[src/rtl/mult_accumulator.sv]
// mult_accumulator: MAC back-end that sums split multiplier products into a
// guarded accumulator and emits one result per frame over valid/ready.
//
// Ports:
//   clk, rst               single clock, synchronous active-high reset
//   in_valid/in_ready      product beat handshake (in_ready low only in HOLD)
//   product1, product2     low / high halves of the 2*DWIDTH product
//   in_last                accepted beat closes the frame
//   acc_clear              drop the partial sum (ignored while a result is pending)
//   out_valid/out_ready    frame result handshake
//   out_acc                accumulated sum, ACCW bits
//   out_count              beats in the frame, saturating
//   out_overflow           accumulator overflowed at some point in the frame
module mult_accumulator #(
    parameter int unsigned DWIDTH   = 8,
    parameter int unsigned GUARD    = 8,
    parameter int unsigned CNTW     = 8,
    parameter int unsigned SATURATE = 1
) (
    input  logic                         clk,
    input  logic                         rst,
    input  logic                         in_valid,
    output logic                         in_ready,
    input  logic [DWIDTH-1:0]            product1,
    input  logic [DWIDTH-1:0]            product2,
    input  logic                         in_last,
    input  logic                         acc_clear,
    output logic                         out_valid,
    input  logic                         out_ready,
    output logic [2*DWIDTH+GUARD-1:0]    out_acc,
    output logic [CNTW-1:0]              out_count,
    output logic                         out_overflow
);

    localparam int unsigned ACCW = 2 * DWIDTH + GUARD;
    localparam int unsigned SUMW = ACCW + 1;

    typedef enum logic [1:0] {
        IDLE  = 2'd0,
        ACCUM = 2'd1,
        HOLD  = 2'd2
    } state_t;

    state_t            state;
    logic [ACCW-1:0]   acc;
    logic [CNTW-1:0]   count;
    logic              overflow;

    logic              accept;
    logic [ACCW-1:0]   base_acc;
    logic [CNTW-1:0]   base_cnt;
    logic              base_ovf;
    logic [SUMW-1:0]   prod_ext;
    logic [SUMW-1:0]   sum;
    logic [ACCW-1:0]   nxt_acc;
    logic [CNTW-1:0]   nxt_cnt;
    logic              nxt_ovf;

    // Ready depends on state alone so upstream never sees a valid->ready path.
    assign in_ready = (state != HOLD);
    assign accept   = in_valid && in_ready;

    // Next accumulator values for an accepted beat; acc_clear makes the beat
    // the first of a fresh frame.
    always_comb begin
        base_acc = acc_clear ? '0 : acc;
        base_cnt = acc_clear ? '0 : count;
        base_ovf = acc_clear ? 1'b0 : overflow;
        prod_ext = SUMW'({product2, product1});
        sum      = SUMW'(base_acc) + prod_ext;
        nxt_ovf  = base_ovf | sum[ACCW];
        if (sum[ACCW] && (SATURATE != 0)) begin
            nxt_acc = '1;
        end else begin
            nxt_acc = sum[ACCW-1:0];
        end
        if (base_cnt == '1) begin
            nxt_cnt = base_cnt;
        end else begin
            nxt_cnt = base_cnt + CNTW'(1);
        end
    end

    // Frame state machine with registered result outputs.
    always_ff @(posedge clk) begin
        if (rst) begin
            state        <= IDLE;
            acc          <= '0;
            count        <= '0;
            overflow     <= 1'b0;
            out_valid    <= 1'b0;
            out_acc      <= '0;
            out_count    <= '0;
            out_overflow <= 1'b0;
        end else begin
            case (state)
                IDLE, ACCUM: begin
                    if (accept) begin
                        acc      <= nxt_acc;
                        count    <= nxt_cnt;
                        overflow <= nxt_ovf;
                        if (in_last) begin
                            out_acc      <= nxt_acc;
                            out_count    <= nxt_cnt;
                            out_overflow <= nxt_ovf;
                            out_valid    <= 1'b1;
                            state        <= HOLD;
                        end else begin
                            state <= ACCUM;
                        end
                    end else if (acc_clear) begin
                        acc      <= '0;
                        count    <= '0;
                        overflow <= 1'b0;
                        state    <= IDLE;
                    end
                end
                HOLD: begin
                    // out_valid is always high here; completion needs only out_ready.
                    if (out_ready) begin
                        acc       <= '0;
                        count     <= '0;
                        overflow  <= 1'b0;
                        out_valid <= 1'b0;
                        state     <= IDLE;
                    end
                end
                default: begin
                    state <= IDLE;
                end
            endcase
        end
    end

endmodule
[config.mk]
export PLATFORM = sky130hd
export DESIGN_NAME = mult_accumulator
export DESIGN_NICKNAME = d
export VERILOG_FILES = /design/src/rtl/mult_accumulator.sv
export SDC_FILE = /design/constraint.sdc
export NUM_CORES = 1
export LEC_CHECK = 0
export ABC_AREA = 1
export CELL_PAD_IN_SITES_DETAIL_PLACEMENT = 1
export CELL_PAD_IN_SITES_GLOBAL_PLACEMENT = 1
export CORE_ASPECT_RATIO = 0.9
export CORE_MARGIN = 2
export CORE_UTILIZATION = 44
export CTS_BUF_LIST = sky130_fd_sc_hd__clkbuf_8
export CTS_CLUSTER_SIZE = 14
export DETAILED_ROUTE_END_ITERATION = 16
export HOLD_SLACK_MARGIN = 0.03
export PLACE_DENSITY_LB_ADDON = 0.1
export SLEW_MARGIN = 20
export SYNTH_ARGS = -nofsm -noshare
export SYNTH_HDL_FRONTEND = slang
export SYNTH_SLANG_ARGS = --single-unit
export TNS_END_PERCENT = 1
[constraint.sdc]
create_clock -name clk -period 4.6 [get_ports clk]
set_input_delay 0.69 -clock clk [delete_from_list [all_inputs] [get_ports clk]]
set_output_delay 0.69 -clock clk [all_outputs]
set_load 0.01 [all_outputs]
Word level (Yosys, flattened, before mapping)
Index checks and enable logic that the tools add are counted.
- $lt $le $gt $ge: 0
- equal/unequal tests: 8
- muxes and demuxes: 22
- shift operators: 0
- reduce and logical (&&, ||, !) cells: 8
- bitwise logic cells: 1
- add/subtract/negate cells: 2
- divide/modulo/power cells: 0
- multiply operators: 0
- operators with widths (operator ; count):
    $mux 24 ; 4
    $pmux 24 s2 ; 1
    $mux 8 ; 4
    $add 24x16->25 ; 1
    $pmux 8 s2 ; 1
    $add 8x1->8 const B ; 1
    $eq 8x8->1 const B ; 1
    $mux 2 ; 4
    $ne 2x2->1 const B ; 4
    $mux 1 ; 5
    $pmux 1 s2 ; 2
    $pmux 2 s2 ; 1
    $reduce_and 2->1 ; 2
    $reduce_and 4->1 ; 1
    $ne 3x3->1 const B ; 1
    $reduce_and 3->1 ; 1
    $eq 2x1->1 const B ; 1
    $eq 2x2->1 const B ; 1
    $logic_not 2->1 ; 1
    $reduce_bool 2->1 ; 1
    $reduce_or 2->1 ; 1
    $logic_and 1x1->1 ; 1
    $or 1x1->1 ; 1
- word-level logic and storage cells: 49
- latch bits: 0
- memories kept: 0
- bits in writable memories: 0
- input port bits: 22
- memory bits (read-only): 0
- register bits after elaboration: 69

Logic depth before layout (Yosys ltp)
Gate-level depths: netlist of run 1.
- depth in word-level cells: 5
- gate-level depth with buffers: 20
- depth with buffers taken out: 18

Least setup slack after synthesis of run 1
No wires, ideal clock.
- path type: input to register
- from: input port acc_clear
- to: register out_acc[23]
- cell stages on the path: 18
- library setup time: 81 ps
- data arrival time: 3047 ps
- path slack: 1473 ps
- path through: inv_2 buf_2 buf_1 nand2_1 inv_1 ha_1 inv_1 fa_1 inv_1 nand3_1 nand3_1 nand2_1 nand2_1 nand2_1 nand2_2 nand2_2 buf_1 a41oi_1
- longest elaborated chain between the ends: 3
- ends and longest elaborated chain (what ; line ; source):
    from (decl) ; 27 ; input logic acc_clear,
    $mux 24 ; - ;
    $add 24x16->25 ; 70 ; sum = SUMW'(base_acc) + prod_ext;
    $mux 24 ; 72 ; if (sum[ACCW] && (SATURATE != 0)) begin
    to (signal assigned) ; 103 ; out_acc <= nxt_acc;
    to (decl) ; 30 ; output logic [2*DWIDTH+GUARD-1:0] out_acc,
Every way passes these cells.
A chain may end at the register's enable or synchronous reset.

Worst setup path in the final report of run 1
- from: input port acc_clear
- to: register acc[10]
- longest elaborated chain between the ends: 5
- ends and longest elaborated chain (what ; line ; source):
    $mux 24 (*) ; - ;
    $add 24x16->25 ; 70 ;
    $mux 24 ; 72 ;
    $mux 24 (*) ; 98 ; if (accept) begin
    $pmux 24 s2 (*) ; 96 ; case (state)
    to (signal assigned) ; 99 ; acc <= nxt_acc;
    to (decl) ; 45 ; logic [ACCW-1:0] acc;
Mark *: on every way between the ends. The rest lies on a longest branch, timed or not.

==> results of run 1 <==
[power groups by stage]
| stage | clock network, mW | logic [mW] | registers (mW) |
|---|---|---|---|
| floorplan | 0 | 0.235 | 0.690 |
| global placement | 0 | 0.388 | 0.684 |
| detailed placement | 0 | 0.397 | 0.686 |
| CTS | 0.601 | 0.401 | 0.672 |
| global route | 0.624 | 0.445 | 0.678 |
| finish | 0.588 | 0.404 | 0.672 |
[final cells by class]
class	count	area (um2)
sequential	69	1381
clock buffer	9	123.9
multi-input combinational	506	2604
timing repair buffer	64	633.1
tap	129	161.4
fill	1391	4746
inverter	107	404.1
clock inverter	7	106.4
[final timing paths]
path	start	end	slack (ns)	cells after the start
setup reg to reg	acc[0]$_SDFFE_PP0P_	acc[7]$_SDFFE_PP0P_	1.69	17
setup / recovery	acc_clear	acc[10]$_SDFFE_PP0P_	1.14	15
hold reg to reg	acc[5]$_SDFFE_PP0P_	acc[5]$_SDFFE_PP0P_	0.47	2
hold / removal	acc[5]$_SDFFE_PP0P_	acc[5]$_SDFFE_PP0P_	0.47	2
[cells by family after synthesis]
logic type	synth area share, %
flip-flops	30.45
adder cells (fa/ha/maj)	5.130
buffers and inverters	12.22
XOR/XNOR	3.089
AO/OA/AOI/OAI	19.61
AND/OR/NAND/NOR	29.51
[flip-flops by register name, summed over array words and instances, names as in the netlist]
register and count:
acc 24, count 8, out_acc 24, out_count 8, out_overflow 1, out_valid 1, overflow 1, state 2
[layer usage]
layer / GRT usage, % / vias up / wire, um
met2: 46.91 / 146 / 7082
met5: 0 / - / 0
met3: 5.676 / 23 / 962
met4: 8.452 / 0 / 248
li1: - / 2423 / -
met1: 39.52 / 2385 / 7455
[worst min-delay path, cell delays in order, from the launching register on]
cell     delay (ns)
dfxtp_1        0.31
nand2_1        0.06
a21oi_1        0.05
[through the flow]
stage	setup WS, ns	power (mW)	instances	hold slack (ns)	utilization, %
6_report	1.144	1.665	891	0.4691	53.29
5_1_grt	0.8956	1.747	891	0.4891	53.29
4_1_cts	1.183	1.674	891	0.4694	53.29
3_5_place_dp	0.7962	1.083	875	0.4573	51.02
3_3_place_gp	0.8955	1.072	875	0.4517	51.02
2_1_floorplan	1.473	0.9256	715	0.4448	-
[cells in the final DEF, fill, tap and decap left out, drive strengths merged, types with 8 or more instances in the layout]
cell             n
clkbuf           9
nand4           15
o21ai           38
a31oi           10
nand2          193
clkdlybuf4s50   56
inv            110
o211ai          20
a21oi           72
buf              8
xnor2           12
nor2            47
nand3           51
dfxtp           69
ha              17
[cells in the mapped netlist (6+ instances only)]
library cell  number
nand2_1          190
inv_1            102
a21oi_1           72
dfxtp_1           69
nand3_1           51
nor2_1            43
o21ai_0           29
o211ai_1          20
clkbuf_1          17
ha_1              17
nand4_1           15
xnor2_1           12
a31oi_1           10
o21ai_1            9
buf_1              6
buf_2              6
==> results.py, run 1 <==
metrics = {
    "synth": {
        "synth_nets": 755,
        "yosysTopAreaCell": "dfxtp_1",
        "yosysUniqueCellTypes": 33,
        "syn_avg_cell_area_um2": 6.345,
        "yosys_warnings": 0,
        "syn-cell-area_um2": 4537,
        "synth_cells": 715,
        "ys_seq_area_share_pct": 30.45,
        "ys_async_sr_fraction_pct": 0,
        "synth_top_area_share_pct": 30.45,
        "synth_edf_count": 0,
        "synth.area.top_cells": "dfxtp_1, nand2_1, inv_1",
        "synth-seq-cells": 69,
        "ys.flop_type": "dfxtp_1",
    },
    "floorplan": {
        "die_w_um": 111.0,
        "die-area_um2": 11140,
        "die_y_um": 100.3,
        "num_io_pins": 57,
        "core-area_um2": 10160,
        "rows": 35,
        "start_util_pct": 44.66,
    },
    "timing": {
        "fmax_mhz": 289.3,
        "setup_violations": 0,
        "maxSlewViolCount": 0,
        "post-route-min-period_ns": 3.456,
        "rsz0062_at_grt": "false",
        "finalHoldViolCount": 0,
        "setup_tns_ns": 0,
        "worstMarginPinSlew_ns": 0.9978,
        "period_share_pct": 75.14,
        "skew_ns": 0.008777,
        "slew_headroom_pct": 33.41,
    },
    "place": {
        "port_buffers": 56,
        "gpl.final_weighted_congestion": 0.9205,
        "placed_cell_area_um2": 5184,
        "place_hpwl_mm": 11.75,
    },
    "worst_setup_path": {
        "crit_path_max_fanout": 33,
        "cpPeakStageDelay_ns": 0.44,
        "critical_path_class": "input port to flop",
        "cpLargestDelayFamily": "buffers and inverters",
        "cp_num_buf_inv": 5,
        "path_cells": "clkdlybuf4s50_1 -> inv_2 -> buf_4 -> nand2_1 -> inv_1 -> ha_1 -> a21oi_1 -> nand2_1 -> a21oi_1 -> nand2_2 -> nand2_2 -> buf_12 -> nand2_1 -> o21ai_0 -> a21oi_1",
        "start_kind": "input port",
        "endpoint_kind": "flop",
        "crit_required_ns": 4.83,
        "critical_path_arrival_ns": 3.69,
        "critPathSlowestCell": "clkdlybuf4s50_1",
    },
    "clock_tree": {
        "cts_made_buffers": 9,
        "cts_setup_buffers": 0,
        "clk_latency_ns": 0.36,
        "cts_resized": 0,
        "cts_root_buffer": "clkbuf_8",
        "cts_hold_buf": 0,
        "cts_tree": "done",
        "htreeDepth": 3,
        "cts_num_sinks": 69,
        "clk_pin_slew_ns": 0.08,
        "cts.path.max_buffers": 2,
    },
    "route": {
        "drt_iter0_markers": 252,
        "drtPass1Iterations": 4,
        "wire_per_inst_um": 17.67,
        "drc_errors": 0,
        "drtAntennaViolNets": 0,
        "vias": 4977,
        "wl_mm": 15.75,
        "via_per_inst": 5.586,
    },
    "cells_and_area": {
        "final_area_um2": 5414,
        "drive_gt1_share_pct": 4.856,
        "layout.nets": 797,
        "area.growth.synth_to_final_pct": 19.33,
        "diodes": 0,
    },
    "grt": {
        "overflow": 0,
        "antenna_found_initial": 0,
        "grt_use_total_pct": 28.92,
        "grt_pass1_wl_mm": 25.59,
        "grt_pass1_vias": 4975,
        "grt_max_degree": 37,
    },
    "job": {
        "drv_cap": 0,
    },
    "pwr": {
        "swShare_pct": 33.10,
        "power.density_nw_per_um2": 307.6,
        "comb_power_share_pct": 24.3,
        "power_leakage_nw": 2.540,
        "pwr-share-seq_pct": 40.4,
        "intPower_mw": 1.114,
        "clkPwrFrac_pct": 35.3,
        "power.switching_uw": 551.1,
        "irDropWorstVdd_uv": 200.0,
    },
    "run_status": {
        "status": "finished, final reports clean",
    },
    "worst_hold_path": {
        "hp-class": "flop to flop",
    },
}
(Power assumes the default switching activity.)
==> inputs of run 2 (changes only) <==
CORE_UTILIZATION = 41   (was 44)
clock period = 3.23 ns   (was 4.6 ns; I/O delays follow)
==> run 2 against run 1 <==
  * Critical path depth up 2
  * Sequential power is 43% higher
  * Setup slack lost 0.82 ns
  * Clock power rose by 25%
  * First-iteration DRC count rose by 29%
  * Global-route usage is 0.37 points higher
  * Sequential cell count stayed put
  * Clock skew up 0.0012 ns
  * Worst hold slack about the same
  * Critical path type unchanged
==> results.py, run 2 (synthesis results as in run 1) <==
metrics = {
    "cells_and_area": {
        "diodes": 0,
        "area.growth.synth_to_final_pct": 22.48,
        "seqCellArea_um2": 1381,
        "final_common_cell": "nand2_1",
        "final_area_um2": 5557,
        "layout_common_cells": "nand2_1, inv_1, a21oi_1",
        "multi_input_area_um2": 2604,
        "layout.nets": 818,
        "reg.largest.list": "acc (24), out_acc (24)",
        "drive_gt1_share_pct": 7.289,
        "nFillCells": 1483,
    },
    "clock_tree": {
        "cts_setup_buffers": 0,
        "cts_root_buffer": "clkbuf_8",
        "clk_latency_ns": 0.36,
        "cts_made_buffers": 9,
        "cts_tree": "done",
        "cts.path.max_buffers": 2,
        "cts_hold_buf": 0,
        "cts_resized": 0,
        "clk_pin_slew_ns": 0.08,
        "cts_num_sinks": 69,
        "htreeDepth": 3,
    },
    "grt": {
        "met2_usage_pct": 47.35,
        "grt_pass1_wl_mm": 27.18,
        "grt_pass1_vias": 5251,
        "met1_usage_pct": 40.07,
        "grt_busiest_layer": "met2",
        "antenna_found_initial": 0,
        "grt_use_total_pct": 29.29,
        "overflow": 0,
        "use_met3_pct": 4.915,
        "grt_max_degree": 37,
    },
    "floorplan": {
        "die_y_um": 103.8,
        "die_w_um": 114.9,
        "start_util_pct": 41.97,
        "die-area_um2": 11920,
        "num_io_pins": 57,
        "rows": 36,
        "core-area_um2": 10810,
    },
    "worst_hold_path": {
        "hold_end": "acc[10]$_SDFFE_PP0P_",
        "hp-class": "flop to flop",
        "worstHoldPathCells": 2,
        "hp-start": "acc[10]$_SDFFE_PP0P_",
    },
    "route": {
        "via_per_inst": 5.563,
        "wl_mm": 17.02,
        "vias": 5090,
        "drt_iter0_markers": 325,
        "drtAntennaViolNets": 0,
        "drc_errors": 0,
        "wire_per_inst_um": 18.60,
        "drtPass1Iterations": 4,
    },
    "worst_setup_path": {
        "critical_path_class": "input port to flop",
        "path_cells": "clkdlybuf4s50_1 -> inv_2 -> buf_4 -> nand2_1 -> inv_1 -> ha_1 -> nand2_1 -> inv_1 -> nand2_1 -> nor3_1 -> nand2_1 -> nand2_2 -> nand2_2 -> buf_4 -> nand4_1 -> nand2_1 -> a21oi_1",
        "timing.reg2reg.setup_slack_ns": 0.79,
        "critPathSlowestCell": "clkdlybuf4s50_1",
        "endpoint_kind": "flop",
        "cpMostUsedCell": "nand2_1",
        "cpPeakStageDelay_ns": 0.50,
        "cp_num_buf_inv": 6,
        "crit_required_ns": 3.51,
        "critical_path_arrival_ns": 3.19,
        "start_kind": "input port",
        "timing.rr.start": "acc[0]$_SDFFE_PP0P_",
        "crit_path_max_fanout": 13,
        "cpLargestDelayFamily": "buffers and inverters",
        "r2r_end": "acc[14]$_SDFFE_PP0P_",
        "rr_worst_depth": 16,
    },
    "timing": {
        "rsz0062_at_grt": "false",
        "worst_slack_ns": 0.3216,
        "worstMarginPinSlew_ns": 0.4831,
        "slew_headroom_pct": 67.79,
        "maxSlewViolCount": 0,
        "period_share_pct": 90.04,
        "finalHoldViolCount": 0,
        "setup_violations": 0,
        "post-route-min-period_ns": 2.908,
        "fmax_mhz": 343.8,
        "skew_ns": 0.009935,
    },
    "place": {
        "placed_cell_area_um2": 5359,
        "gpl.final_weighted_congestion": 0.9199,
        "place_hpwl_mm": 12.97,
        "pre_cts_ws_ns": -0.03358,
        "port_buffers": 56,
    },
    "pwr": {
        "irDropWorstVdd_uv": 321.9,
        "power.density_nw_per_um2": 416.2,
        "power_leakage_nw": 2.628,
    },
    "job": {
        "drv_cap": 0,
    },
    "run_status": {
        "status": "finished, final reports clean",
    },
}
## run 2: layer usage
metal,up-vias,part of all wire [%]
met2,127,47
li1,2462,-
met5,-,0
met4,0,1.8
met3,21,5.1
met1,2480,46
## run 2: area by class of cell
| class | count | share of cell area, % |
|---|---|---|
| Multi-Input combinational cell | 506 | 46.86 |
| Clock inverter | 5 | 1.081 |
| Tap cell | 133 | 2.995 |
| Inverter | 107 | 7.273 |
| Clock buffer | 10 | 2.477 |
| Timing Repair Buffer | 85 | 14.46 |
| Sequential cell | 69 | 24.86 |
## run 2: report_power, final
| part | leakage, nW | switching, mW | internal (mW) |
|---|---|---|---|
| Combinational | 1.96 | 0.365 | 0.250 |
| Sequential | 0.568 | 0.0434 | 0.917 |
| Clock | 0.0987 | 0.361 | 0.376 |
## run 2: how the worst max path moves through the flow
stage	startpoint	to	slack, ns	depth (start not counted)
final	acc_clear	acc[21]$_SDFFE_PP0P_	0.32	17
after global routing	acc_clear	acc[6]$_SDFFE_PP0P_	0.08	17
after CTS	acc_clear	acc[21]$_SDFFE_PP0P_	0.35	17
after detailed placement	acc_clear	acc[6]$_SDFFE_PP0P_	-0.03	17
after global placement	acc_clear	acc[7]$_SDFFE_PP0P_	0.06	14
after floorplan	acc_clear	out_acc[23]$_SDFFE_PP0P_	0.31	18
## run 2: tightest hold or removal path: stages, from the launching register on
cell and delay [ns]:
dfxtp_1 0.32, nand2_1 0.06, a21oi_1 0.05
## run 2: stage by stage
| step | std cells | TNS [ns] | hold WS [ns] | total power, mW | utilization, % |
|---|---|---|---|---|---|
| finish | 915 | 0 | 0.4693 | 2.312 | 51.40 |
| global placement | 900 | 0 | 0.4519 | 1.565 | 49.57 |
| floorplan | 715 | 0 | 0.4448 | 1.318 | - |
| global route | 915 | 0 | 0.4884 | 2.426 | 51.40 |
| CTS | 915 | 0 | 0.4681 | 2.324 | 51.40 |
| detailed placement | 900 | -0.1493 | 0.4561 | 1.587 | 49.57 |
==> inputs of run 3 (changes only) <==
CTS_CLUSTER_SIZE = 20   (was 14)
HOLD_SLACK_MARGIN = 0.12   (was 0.03)
==> results of run 3 <==
Same layout as run 2: the final DEF is identical, and so are final timing and power.
